$ cat src/rtl/dpic_sram_arbiter.sv
`timescale 1ns/1ps
// Two-port (LSU = port 0, IFU = port 1) arbiter/sequencer in front of the single-port DPI-C SRAM.
// One access in flight at a time; define DPIC_SRAM_ARB_RR_EN for round-robin, else port 0 has fixed priority.
module dpic_sram_arbiter #(
  parameter int ADDR_WIDTH = 32,
  parameter int DATA_WIDTH = 32
) (
  input  logic                    clk,
  input  logic                    rst,
  input  logic                    m0_req_valid,
  output logic                    m0_req_ready,
  input  logic [ADDR_WIDTH-1:0]   m0_req_addr,
  input  logic [DATA_WIDTH/8-1:0] m0_req_wmask,
  input  logic [1:0]              m0_req_size,
  input  logic [DATA_WIDTH-1:0]   m0_req_wdata,
  output logic                    m0_resp_valid,
  input  logic                    m0_resp_ready,
  output logic [DATA_WIDTH-1:0]   m0_resp_rdata,
  input  logic                    m1_req_valid,
  output logic                    m1_req_ready,
  input  logic [ADDR_WIDTH-1:0]   m1_req_addr,
  input  logic [DATA_WIDTH/8-1:0] m1_req_wmask,
  input  logic [1:0]              m1_req_size,
  input  logic [DATA_WIDTH-1:0]   m1_req_wdata,
  output logic                    m1_resp_valid,
  input  logic                    m1_resp_ready,
  output logic [DATA_WIDTH-1:0]   m1_resp_rdata,
  output logic                    sram_en,
  output logic [ADDR_WIDTH-1:0]   sram_addr,
  output logic [DATA_WIDTH/8-1:0] sram_wmask,
  output logic [1:0]              sram_size,
  output logic [DATA_WIDTH-1:0]   sram_wdata,
  input  logic [DATA_WIDTH-1:0]   sram_rdata
);

  localparam int MW = DATA_WIDTH / 8;

  typedef enum logic [1:0] {S_IDLE = 2'd0, S_ISSUE = 2'd1, S_RESP = 2'd2} state_t;

  state_t                r_state;
  state_t                w_state_nxt;
  logic                  r_owner;
  logic [ADDR_WIDTH-1:0] r_addr;
  logic [MW-1:0]         r_wmask;
  logic [1:0]            r_size;
  logic [DATA_WIDTH-1:0] r_wdata;
  logic                  w_gnt0;
  logic                  w_gnt1;
  logic                  w_accept;
  logic                  w_resp_done;
  logic [DATA_WIDTH-1:0] w_rdata;

`ifdef DPIC_SRAM_ARB_RR_EN
  logic r_rr_ptr;

  // Pointer hands the next tie to the port that did not just win.
  always_ff @(posedge clk or posedge rst) begin
    if (rst) begin
      r_rr_ptr <= 1'b0;
    end else if (w_accept) begin
      r_rr_ptr <= ~w_gnt1;
    end
  end

  always_comb begin
    w_gnt0 = 1'b0;
    w_gnt1 = 1'b0;
    if (r_state == S_IDLE && !rst) begin
      if (r_rr_ptr) begin
        w_gnt1 = m1_req_valid;
        w_gnt0 = m0_req_valid & ~m1_req_valid;
      end else begin
        w_gnt0 = m0_req_valid;
        w_gnt1 = m1_req_valid & ~m0_req_valid;
      end
    end
  end
`else
  always_comb begin
    w_gnt0 = 1'b0;
    w_gnt1 = 1'b0;
    if (r_state == S_IDLE && !rst) begin
      w_gnt0 = m0_req_valid;
      w_gnt1 = m1_req_valid & ~m0_req_valid;
    end
  end
`endif

  assign w_accept    = w_gnt0 | w_gnt1;
  assign w_resp_done = (r_state == S_RESP) && (r_owner ? m1_resp_ready : m0_resp_ready);
  assign w_rdata     = (r_wmask == '0) ? sram_rdata : '0;

  always_ff @(posedge clk or posedge rst) begin
    if (rst) begin
      r_state <= S_IDLE;
    end else begin
      r_state <= w_state_nxt;
    end
  end

  // Fields are captured only on the accepting edge; later input changes are ignored.
  always_ff @(posedge clk or posedge rst) begin
    if (rst) begin
      r_owner <= 1'b0;
      r_addr  <= '0;
      r_wmask <= '0;
      r_size  <= '0;
      r_wdata <= '0;
    end else if (w_accept) begin
      r_owner <= w_gnt1;
      r_addr  <= w_gnt1 ? m1_req_addr  : m0_req_addr;
      r_wmask <= w_gnt1 ? m1_req_wmask : m0_req_wmask;
      r_size  <= w_gnt1 ? m1_req_size  : m0_req_size;
      r_wdata <= w_gnt1 ? m1_req_wdata : m0_req_wdata;
    end
  end

  always_comb begin
    w_state_nxt = r_state;
    case (r_state)
      S_IDLE:  if (w_accept) w_state_nxt = S_ISSUE;
      S_ISSUE: w_state_nxt = S_RESP;
      S_RESP:  if (w_resp_done) w_state_nxt = S_IDLE;
      default: w_state_nxt = S_IDLE;
    endcase
  end

  always_comb begin
    m0_req_ready  = w_gnt0;
    m1_req_ready  = w_gnt1;
    m0_resp_valid = 1'b0;
    m1_resp_valid = 1'b0;
    m0_resp_rdata = '0;
    m1_resp_rdata = '0;
    sram_en       = 1'b0;
    sram_addr     = '0;
    sram_wmask    = '0;
    sram_size     = '0;
    sram_wdata    = '0;
    case (r_state)
      S_ISSUE: begin
        sram_en    = 1'b1;
        sram_addr  = r_addr;
        sram_wmask = r_wmask;
        sram_size  = r_size;
        sram_wdata = r_wdata;
      end
      S_RESP: begin
        if (r_owner) begin
          m1_resp_valid = 1'b1;
          m1_resp_rdata = w_rdata;
        end else begin
          m0_resp_valid = 1'b1;
          m0_resp_rdata = w_rdata;
        end
      end
      default: ;
    endcase
  end

endmodule

$ cat config.mk
export PLATFORM = sky130hd
export DESIGN_NAME = dpic_sram_arbiter
export DESIGN_NICKNAME = d
export VERILOG_FILES = /design/src/rtl/dpic_sram_arbiter.sv
export SDC_FILE = /design/constraint.sdc
export NUM_CORES = 1
export LEC_CHECK = 0
export ABC_CLOCK_PERIOD_IN_PS = 7700
export CORE_ASPECT_RATIO = 0.5
export CORE_MARGIN = 4
export CORE_UTILIZATION = 41
export CTS_BUF_LIST = sky130_fd_sc_hd__clkbuf_16
export CTS_CLUSTER_DIAMETER = 80
export DETAILED_ROUTE_END_ITERATION = 10
export PLACE_DENSITY = 0.88
export SLEW_MARGIN = 15
export SYNTH_ARGS = -nofsm -noshare
export SYNTH_HDL_FRONTEND = slang
export SYNTH_SLANG_ARGS = --single-unit
$ cat constraint.sdc
create_clock -name clk -period 7.7 [get_ports clk]
set_clock_uncertainty 0.1 [all_clocks]
set_input_delay 1.54 -clock clk [delete_from_list [all_inputs] [get_ports clk]]
set_output_delay 1.54 -clock clk [all_outputs]
set_load 0.005 [all_outputs]
Word-level counts from Yosys, hierarchy flattened --
Index checks and enable logic that the tools add are counted.
Cells by class: $add $sub $neg 0, multipliers 0, div/mod/pow operators 0, $lt $le $gt $ge 0, eq/ne operators 4, shift operators 0, mux-type cells 24, bitwise logic cells 3, reduce and logical (&&, ||, !) cells 6
Operators with widths (count):
- 2-to-1 mux 32 bit | 9
- 2-to-1 mux 1 bit | 8
- 2-to-1 mux 2 bit | 4
- 2-to-1 mux 4 bit | 2
- case mux 2 bit (3 select lines) | 1
- zero test 4 bit | 1
- != test 2 bit (second input constant) | 2
- == test 2 x 1 -> 1 bit (second input constant) | 1
- == test 2 bit (second input constant) | 1
- logical AND 1 bit | 2
- zero test 2 bit | 1
- AND reduction 2 bit | 1
- AND 1 bit | 1
- zero test 1 bit | 1
- inverter 1 bit | 1
- bitwise OR 1 bit | 1
Storage, ports and cells: flip-flop bits (word level) 73, bits in latches 0, RAM bits 0, ROM bits 0, input port bits 178, output and inout bits 139, logic and storage cells 43, memories kept 0

Depth between registers and ports, before layout --
Gate-level depths: netlist of run 1.
depth after elaboration 6, gate-level depth with buffers 5, depth with buffers taken out 3

Least setup slack after synthesis of run 1 --
No wires, ideal clock.
path kind in2out, start point in m0_req_valid, end point out m1_req_ready, data arrival time 2191 ps, required time 6060 ps, setup slack 3869 ps, stages on the path 4, buffers on the path 2, cell sequence nand2b_1 buf_6 buf_8 nor4_1
Between the ends: longest elaborated chain between the ends 3
Ends and longest elaborated chain:
- from (decl) | RTL line 10 | input logic m0_req_valid,
- inverter 1 bit | RTL line 84 | w_gnt1 = m1_req_valid & ~m0_req_valid;
- AND 1 bit | RTL line 84
- 2-to-1 mux 1 bit | RTL line 82 | if (r_state == S_IDLE && !rst) begin
- to (decl) | RTL line 20 | output logic m1_req_ready,
No other way between the ends.

Worst setup path after layout of run 1 --
start point in m1_req_valid, end point out m1_req_ready
Between the ends: longest elaborated chain between the ends 2
Ends and longest elaborated chain:
- from (decl) | RTL line 19 | input logic m1_req_valid,
- AND 1 bit | RTL line 84
- 2-to-1 mux 1 bit | RTL line 82
No other way between the ends.

==> metrics.md, run 1 <==
| Metric | Value |
|---|---|
| Worst-margin pin slew | 1150 ps |
| Worst Path Required | 6060 ps |
| Placer congestion estimate | 0.876 |
| DR vias | ~4200 |
| Worst path cell trace | clkdlybuf4s50_1 -> nand2b_4 -> nor4_1 -> clkdlybuf4s50_1 |
| Crit path kind | input port to primary output |
| Total GRT Usage | around 22% |
| Multi-input gate area | between 3000 and 4000 um^2 |
| Outcome | finished clean |
| Unrepaired setup endpoints after global routing | no |
| Clock Path Buffers | 2 |
| Most common cell in the netlist | mux2_4 |
| Final non-filler cell area | 8520 um^2 |
| Post-synth top area share | 40.6% |
| CTS clk-pin slew, worst paths | 60 ps |
| Reg2reg setup slack | slightly above 5000 ps |
| IO Count | between 300 and 400 |
| HP Class | flop to flop |
| DP Wirelength | approximately 13 mm |
| Asr flop ratio synth | 100% |
| Post-CTS Repair Setup Buffers | 0 |
| Max transition margin | approximately a quarter |
| Setup crit end kind | primary output |
| Met2 usage | between 40% and 50% |
| WHS Path Cells | 1 |
| Die W | between 150 and 200 um |
| Power Dens Cells | between 200 and 250 nW/um^2 |
| GR Overflow Total | 0 |
| Min-Delay Endpoint | r_addr[28]$_DFFE_PP0P_ |
| Critical Path Fanout Max | 31 |
| Met3 Usage GRT | 4.62% |
| Layout cells sized above 1 | between 20% and 30% |
| Largest net degree at the start of global routing | 74 |
| 1st-iter DRT viols | 194 |
| Most used cell, CP | clkdlybuf4s50_1 |
| Reg2reg path depth | 4 |
| First-pass GRT wire length | 25.0 mm |
| CP Launch Type | input port |
| WP data arrival | about 3500 ps |
| Commonest cells post-synth | 138 x mux2_4, 73 x dfrtp_1, 70 x and2_1 |
| Setup slack after layout | between 2000 and 3000 ps |
| Post-synthesis instance total | 430 |
| CTS buffer count | 9 |
| DP Worst Slack | approximately 2600 ps |
| Via density | ~4.7 |
| Post-CTS Hold Buffers | 0 |
| Die ar. | between 10000 and 15000 um^2 |
| Post-CTS sizing | 0 |
| Worst reg2reg startpoint | r_state[1]$_DFFE_PP0P_ |
| H-tree depth | 3 |
| Vias in the first global route | 4583 |
| Die Y | 86.9 um |
| Fin Setup TNS | 0 ps |
| DRC Markers | 0 |
| Total wire length | 16.6 mm |
| Gr busiest metal | met2 |
| Met1 usage | 23.6% |
| Post-DRT Antenna Nets | 0 |
| I/O Buffers | between 300 and 400 |
| Synthesized area | 5100 um^2 |
| Clock tree from TritonCTS | yes |
| Fillers | approximately 860 |
| Final Hold Vio Count | 0 |
| Yosys Warn Count | 0 |
| Synth area leader | mux2_4 |
| Prevailing post-synth register cell | dfrtp_1 |
| Clock Latency Late Sink | about 320 ps |
| Initial antenna violation count | 0 |
| Hold wc startpoint | r_addr[28]$_DFFE_PP0P_ |
| Leak Pwr | approximately 0.0036 uW |
| Diode count | 0 |
| Cell Area, Placed | around 8300 um^2 |
| Yosys reg bits | 73 |
| Drt pass-1 iters | 4 |
| Core Region | approximately 12000 um^2 |
| Starting density of the core | approximately 43% |
| DR WL/cell | 18.5 um |
| Fmax | 196 MHz |
| Syn avg cell area | about 12 um^2 |
| Reg area | roughly 1800 um^2 |
| Critical-path top delay cell | clkdlybuf4s50_1 |
| Tmin final | 5090 ps |
| Clock sinks | 73 |
| Synthesis-to-layout area growth | 66.9% |
| Final net count | slightly above 900 |
| Crit share post-route | about two thirds |
| Peak VDD IR | around 0.15 mV |
| Number of synthesized flops with an enable pin | 0 |
| Rows | 28 |
| CP max stage delay | 580 ps |
| Clock Tree Root | clkbuf_16 |
| Maxcap violations | 0 |
| Area contributors post-synth | mux2_4 41%, dfrtp_1 36%, and2_1 8.6% |
| Finish-stage setup viols | 0 |
| Syn Nets | between 600 and 700 |
| Register area share after synthesis | 35.8% |
| Max Slew Vio Count | 0 |
| R2r endpoint | r_addr[28]$_DFFE_PP0P_ |
| Netlist cell types | 23 |
==> cell usage in the layout, fill, tap and decap left out <==
| cell | synthesis | routed |
|---|---|---|
| and2_1 | 70 | 70 |
| a21oi_1 | 1 | 1 |
| nor4_4 | 0 | 1 |
| inv_1 | 3 | 2 |
| nand2b_4 | 0 | 1 |
| inv_2 | 0 | 1 |
| buf_4 | 1 | 5 |
| a21o_1 | 1 | 1 |
| and2_2 | 1 | 1 |
| clkdlybuf4s50_1 | 0 | 316 |
| clkinvlp_4 | 0 | 1 |
| nor2b_1 | 2 | 1 |
| nor4_1 | 1 | 1 |
| mux2_4 | 138 | 138 |
| clkbuf_16 | 0 | 9 |
| clkinv_1 | 0 | 5 |
| mux2_2 | 2 | 2 |
| o21a_4 | 0 | 1 |
| nor2_1 | 65 | 65 |
| nor2b_4 | 0 | 1 |
| nand2_1 | 33 | 33 |
| dfrtp_1 | 73 | 73 |
| nor3_2 | 1 | 1 |
| mux2i_1 | 1 | 1 |
| nand2b_1 | 2 | 1 |
==> power breakdown <==
part / switching, uW / internal (uW)
Sequential: 119 / 579
Combinational: 316 / 618
Clock: 149 / 210
==> final cells by class <==
type,count,area share (%)
timing repair buffer,321,37.6
multi-input combinational,320,35.5
sequential,73,21.4
clock buffer,9,2.64
tap,165,2.42
clock inverter,6,0.308
inverter,3,0.132
==> worst max-delay path: cells and delay by family <==
family	cells	cell delay, ps
buffers and inverters	2	1150
AND/OR/NAND/NOR	2	760
==> through the flow <==
step / util (%) / total power, uW / hold slack, ps / cells
floorplan: - / 1240 / 372 / 430
finish: 71.1 / 1990 / 403 / 897
global route: 71.1 / 2100 / 414 / 897
global placement: 69.0 / 1600 / 383 / 882
detailed placement: 69.0 / 1640 / 386 / 882
CTS: 71.1 / 2010 / 404 / 897
==> per-layer routing <==
layer	routed length, um	part of all wire (%)
met5	0	0
met4	548	3.3
met3	748	4.5
met2	9110	55
met1	6200	37
==> how the worst max path moves through the flow <==
| stage | from | end | slack (ps) | cells after the start |
|---|---|---|---|---|
| 3_3_place_gp | m1_req_valid | m1_req_ready | 2680 | 4 |
| 3_5_place_dp | m1_req_valid | m1_req_ready | 2610 | 4 |
| 6_report | m1_req_valid | m1_req_ready | 2610 | 4 |
| 2_1_floorplan | m0_req_valid | m1_req_ready | 3870 | 4 |
| 5_1_grt | m1_req_valid | m1_req_ready | 2510 | 4 |
| 4_1_cts | m1_req_valid | m1_req_ready | 2610 | 4 |
==> state kept, by name (all words and copies together), names as in the netlist <==
register	cells
r_owner	1
r_size	2
r_wmask	4
r_addr	32
r_state	2
r_wdata	32
==> kinds of logic after synthesis <==
family                 share of synthesized area (%)
flip-flops                                      35.8
buffers and inverters                           5.59
multiplexers                                    41.2
AND/OR/NAND/NOR                                 17.0
AO/OA/AOI/OAI                                  0.392
No activity file was read; power rests on OpenSTA's default activity.
==> run 2, diff against run 1 <==
--- a/config.mk
+++ b/config.mk
@@ -5,14 +5,14 @@
 export SDC_FILE = /design/constraint.sdc
 export NUM_CORES = 1
 export LEC_CHECK = 0
-export ABC_CLOCK_PERIOD_IN_PS = 7700
+export ABC_CLOCK_PERIOD_IN_PS = 4280
 export CORE_ASPECT_RATIO = 0.5
 export CORE_MARGIN = 4
-export CORE_UTILIZATION = 41
+export CORE_UTILIZATION = 34
 export CTS_BUF_LIST = sky130_fd_sc_hd__clkbuf_16
 export CTS_CLUSTER_DIAMETER = 80
 export DETAILED_ROUTE_END_ITERATION = 10
-export PLACE_DENSITY = 0.88
+export PLACE_DENSITY = 0.78
 export SLEW_MARGIN = 15
 export SYNTH_ARGS = -nofsm -noshare
 export SYNTH_HDL_FRONTEND = slang
==> constraint.sdc (replaced) <==
create_clock -name clk -period 4.28 [get_ports clk]
set_clock_uncertainty 0.1 [all_clocks]
set_input_delay 0.856 -clock clk [delete_from_list [all_inputs] [get_ports clk]]
set_output_delay 0.856 -clock clk [all_outputs]
set_load 0.005 [all_outputs]
==> run 2 against run 1 <==
Critical path depth unchanged. Die area rose by 19%. Sequential cell count did not move. Sequential share of layout area shrank 0.30 points. Routed wire length is 1.2% lower. Worst setup slack worse by 1800 ps. Worst hold slack got worse by 3.3 ps. Clock power is 110% higher.
==> metrics.md, run 2 (synthesis results as in run 1) <==
| Metric | Value |
|---|---|
| Max transition margin | 22.8% |
| Diode count | 0 |
| I/O Buffers | about 320 |
| Setup slack after layout | 792 ps |
| NetSw | between 1000 and 1500 uW |
| Vias in the first global route | between 4000 and 5000 |
| Worst path cell trace | nor2b_1 -> nand2_1 -> nor2_1 -> clkdlybuf4s50_1 |
| Critical-path top delay cell | nand2_1 |
| Total GRT Usage | between 10% and 20% |
| Clock Path Buffers | 2 |
| Cell Area, Placed | between 8000 and 9000 um^2 |
| Initial antenna violation count | 0 |
| Switching share of power | slightly below 30% |
| Peak VDD IR | ~0.20 mV |
| Reg2reg setup slack | ~2200 ps |
| Starting density of the core | 35.0% |
| Post-CTS sizing | 0 |
| CTS buffer count | 9 |
| Fin util | 59.2% |
| Max Slew Vio Count | 0 |
| Post-DRT Antenna Nets | 0 |
| Reg power frac | 34.0% |
| Clock sinks | 73 |
| Commonest non-fill, non-tap cell in the layout | clkdlybuf4s50_1 |
| Final net count | approximately 910 |
| Maxcap violations | 0 |
| CTS clk-pin slew, worst paths | about 60 ps |
| Post-CTS Hold Buffers | 0 |
| Die W | around 180 um |
| DR vias | ~4200 |
| H-tree depth | 3 |
| DP Worst Slack | 828 ps |
| Critical Path Fanout Max | 33 |
| IO Count | between 300 and 400 |
| Setup crit end kind | primary output |
| Total wire length | roughly 16 mm |
| Largest regs | r_addr: 32 flops, r_wdata: 32 flops, r_wmask: 4 flops |
| Leak Pwr | about 0.0037 uW |
| Crit share post-route | around four fifths |
| Unrepaired setup endpoints after global routing | no |
| DRC Markers | 0 |
| Synthesis-to-layout area growth | 69.3% |
| CP Launch Type | flop |
| Finish-stage setup viols | 0 |
| Fillers | 1225 |
| Die Y | between 90 and 100 um |
| Fin Setup TNS | 0 ps |
| Via density | approximately 4.5 |
| Post-CTS Repair Setup Buffers | 0 |
| First-pass GRT wire length | 23.9 mm |
| Outcome | finished clean |
| Core Region | 14600 um^2 |
| Logic gate share of total power | ~45% |
| CP max stage delay | approximately 600 ps |
| Clock power frac | 20.8% |
| Die ar. | between 15000 and 20000 um^2 |
| WP data arrival | 2530 ps |
| Drt pass-1 iters | 6 |
| Final Hold Vio Count | 0 |
| DR WL/cell | about 18 um |
| Largest net degree at the start of global routing | between 60 and 70 |
| Most frequent cells in the layout | 316 x clkdlybuf4s50_1, 138 x mux2_4, 73 x dfrtp_1, 70 x and2_1, 65 x nor2_1 |
| Placer congestion estimate | approximately 0.80 |
| Worst-margin pin slew | about 1200 ps |
| Clock Tree Root | clkbuf_16 |
| Power Dens Cells | roughly 430 nW/um^2 |
| Internal | ~2600 uW |
| DP Wirelength | roughly 13 mm |
| Clock Latency Late Sink | 320 ps |
| Layout cells sized above 1 | between 20% and 30% |
| Final non-filler cell area | 8640 um^2 |
| Tmin final | 3490 ps |
| GR Overflow Total | 0 |
| Final total power | roughly 3700 uW |
| 1st-iter DRT viols | 136 |
| Crit path kind | flop to primary output |
| Clock tree from TritonCTS | yes |
| HP Class | flop to flop |
| Fmax | roughly 290 MHz |
| Rows | 31 |
| Worst Path Required | between 3000 and 4000 ps |
[run 2: changes by cell type in the layout (fill, tap and decap cells not counted), sizes merged]
cell	before	now
clkinv	5	1
buf	5	7
clkinvlp	1	3
bufinv	0	1
inv	3	5
[run 2: critical path: cells and delay by family (launching register included)]
family                 cells  cell delay, ps
flip-flops                 1             450
buffers and inverters      1             550
AND/OR/NAND/NOR            3            1210
[run 2: through the flow]
stage | std cells | hold slack (ps)
5_1_grt | 933 | 413
2_1_floorplan | 430 | 372
3_3_place_gp | 917 | 384
6_report | 933 | 400
4_1_cts | 933 | 404
3_5_place_dp | 917 | 383
[run 2: layer usage]
metal | part of all wire [%] | routed length (um) | global-route usage [%] | vias up
met5 | 0 | 0 | 0 | -
met3 | 4.6 | 759 | 3.81 | 16
met4 | 1.5 | 243 | 4.68 | 0
li1 | - | - | - | 2017
met2 | 54 | 8840 | 34.0 | 128
met1 | 40 | 6560 | 19.9 | 2071
[run 2: final timing paths]
kind,start,depth (start not counted),end
max in group asynchronous,rst,3,r_wdata[23]$_DFFE_PP0P_
hold / removal,r_addr[7]$_DFFE_PP0P_,1,r_addr[7]$_DFFE_PP0P_
min in group asynchronous,rst,2,r_owner$_DFFE_PP0P_
setup reg to reg,r_state[1]$_DFFE_PP0P_,4,r_wdata[25]$_DFFE_PP0P_
hold reg to reg,r_addr[7]$_DFFE_PP0P_,1,r_addr[7]$_DFFE_PP0P_
setup / recovery,r_state[1]$_DFFE_PP0P_,4,m1_resp_rdata[29]
[run 2: layout make-up]
class | instances | area [um^2] | share of cell area (%)
Clock buffer | 9 | 225 | 2.61
Clock inverter | 7 | 78.8 | 0.912
Inverter | 3 | 11.3 | 0.130
Multi-Input combinational cell | 320 | 3020 | 35.0
Sequential cell | 73 | 1830 | 21.1
Tap cell | 198 | 248 | 2.87
Timing Repair Buffer | 323 | 3230 | 37.4
[run 2: power by group through the flow]
stage / clock network (uW) / logic, uW / registers [uW]
2_1_floorplan: 0 / 1060 / 1170
3_3_place_gp: 0 / 1650 / 1240
3_5_place_dp: 0 / 1680 / 1250
4_1_cts: 784 / 1690 / 1250
5_1_grt: 814 / 1770 / 1300
6_report: 766 / 1670 / 1250
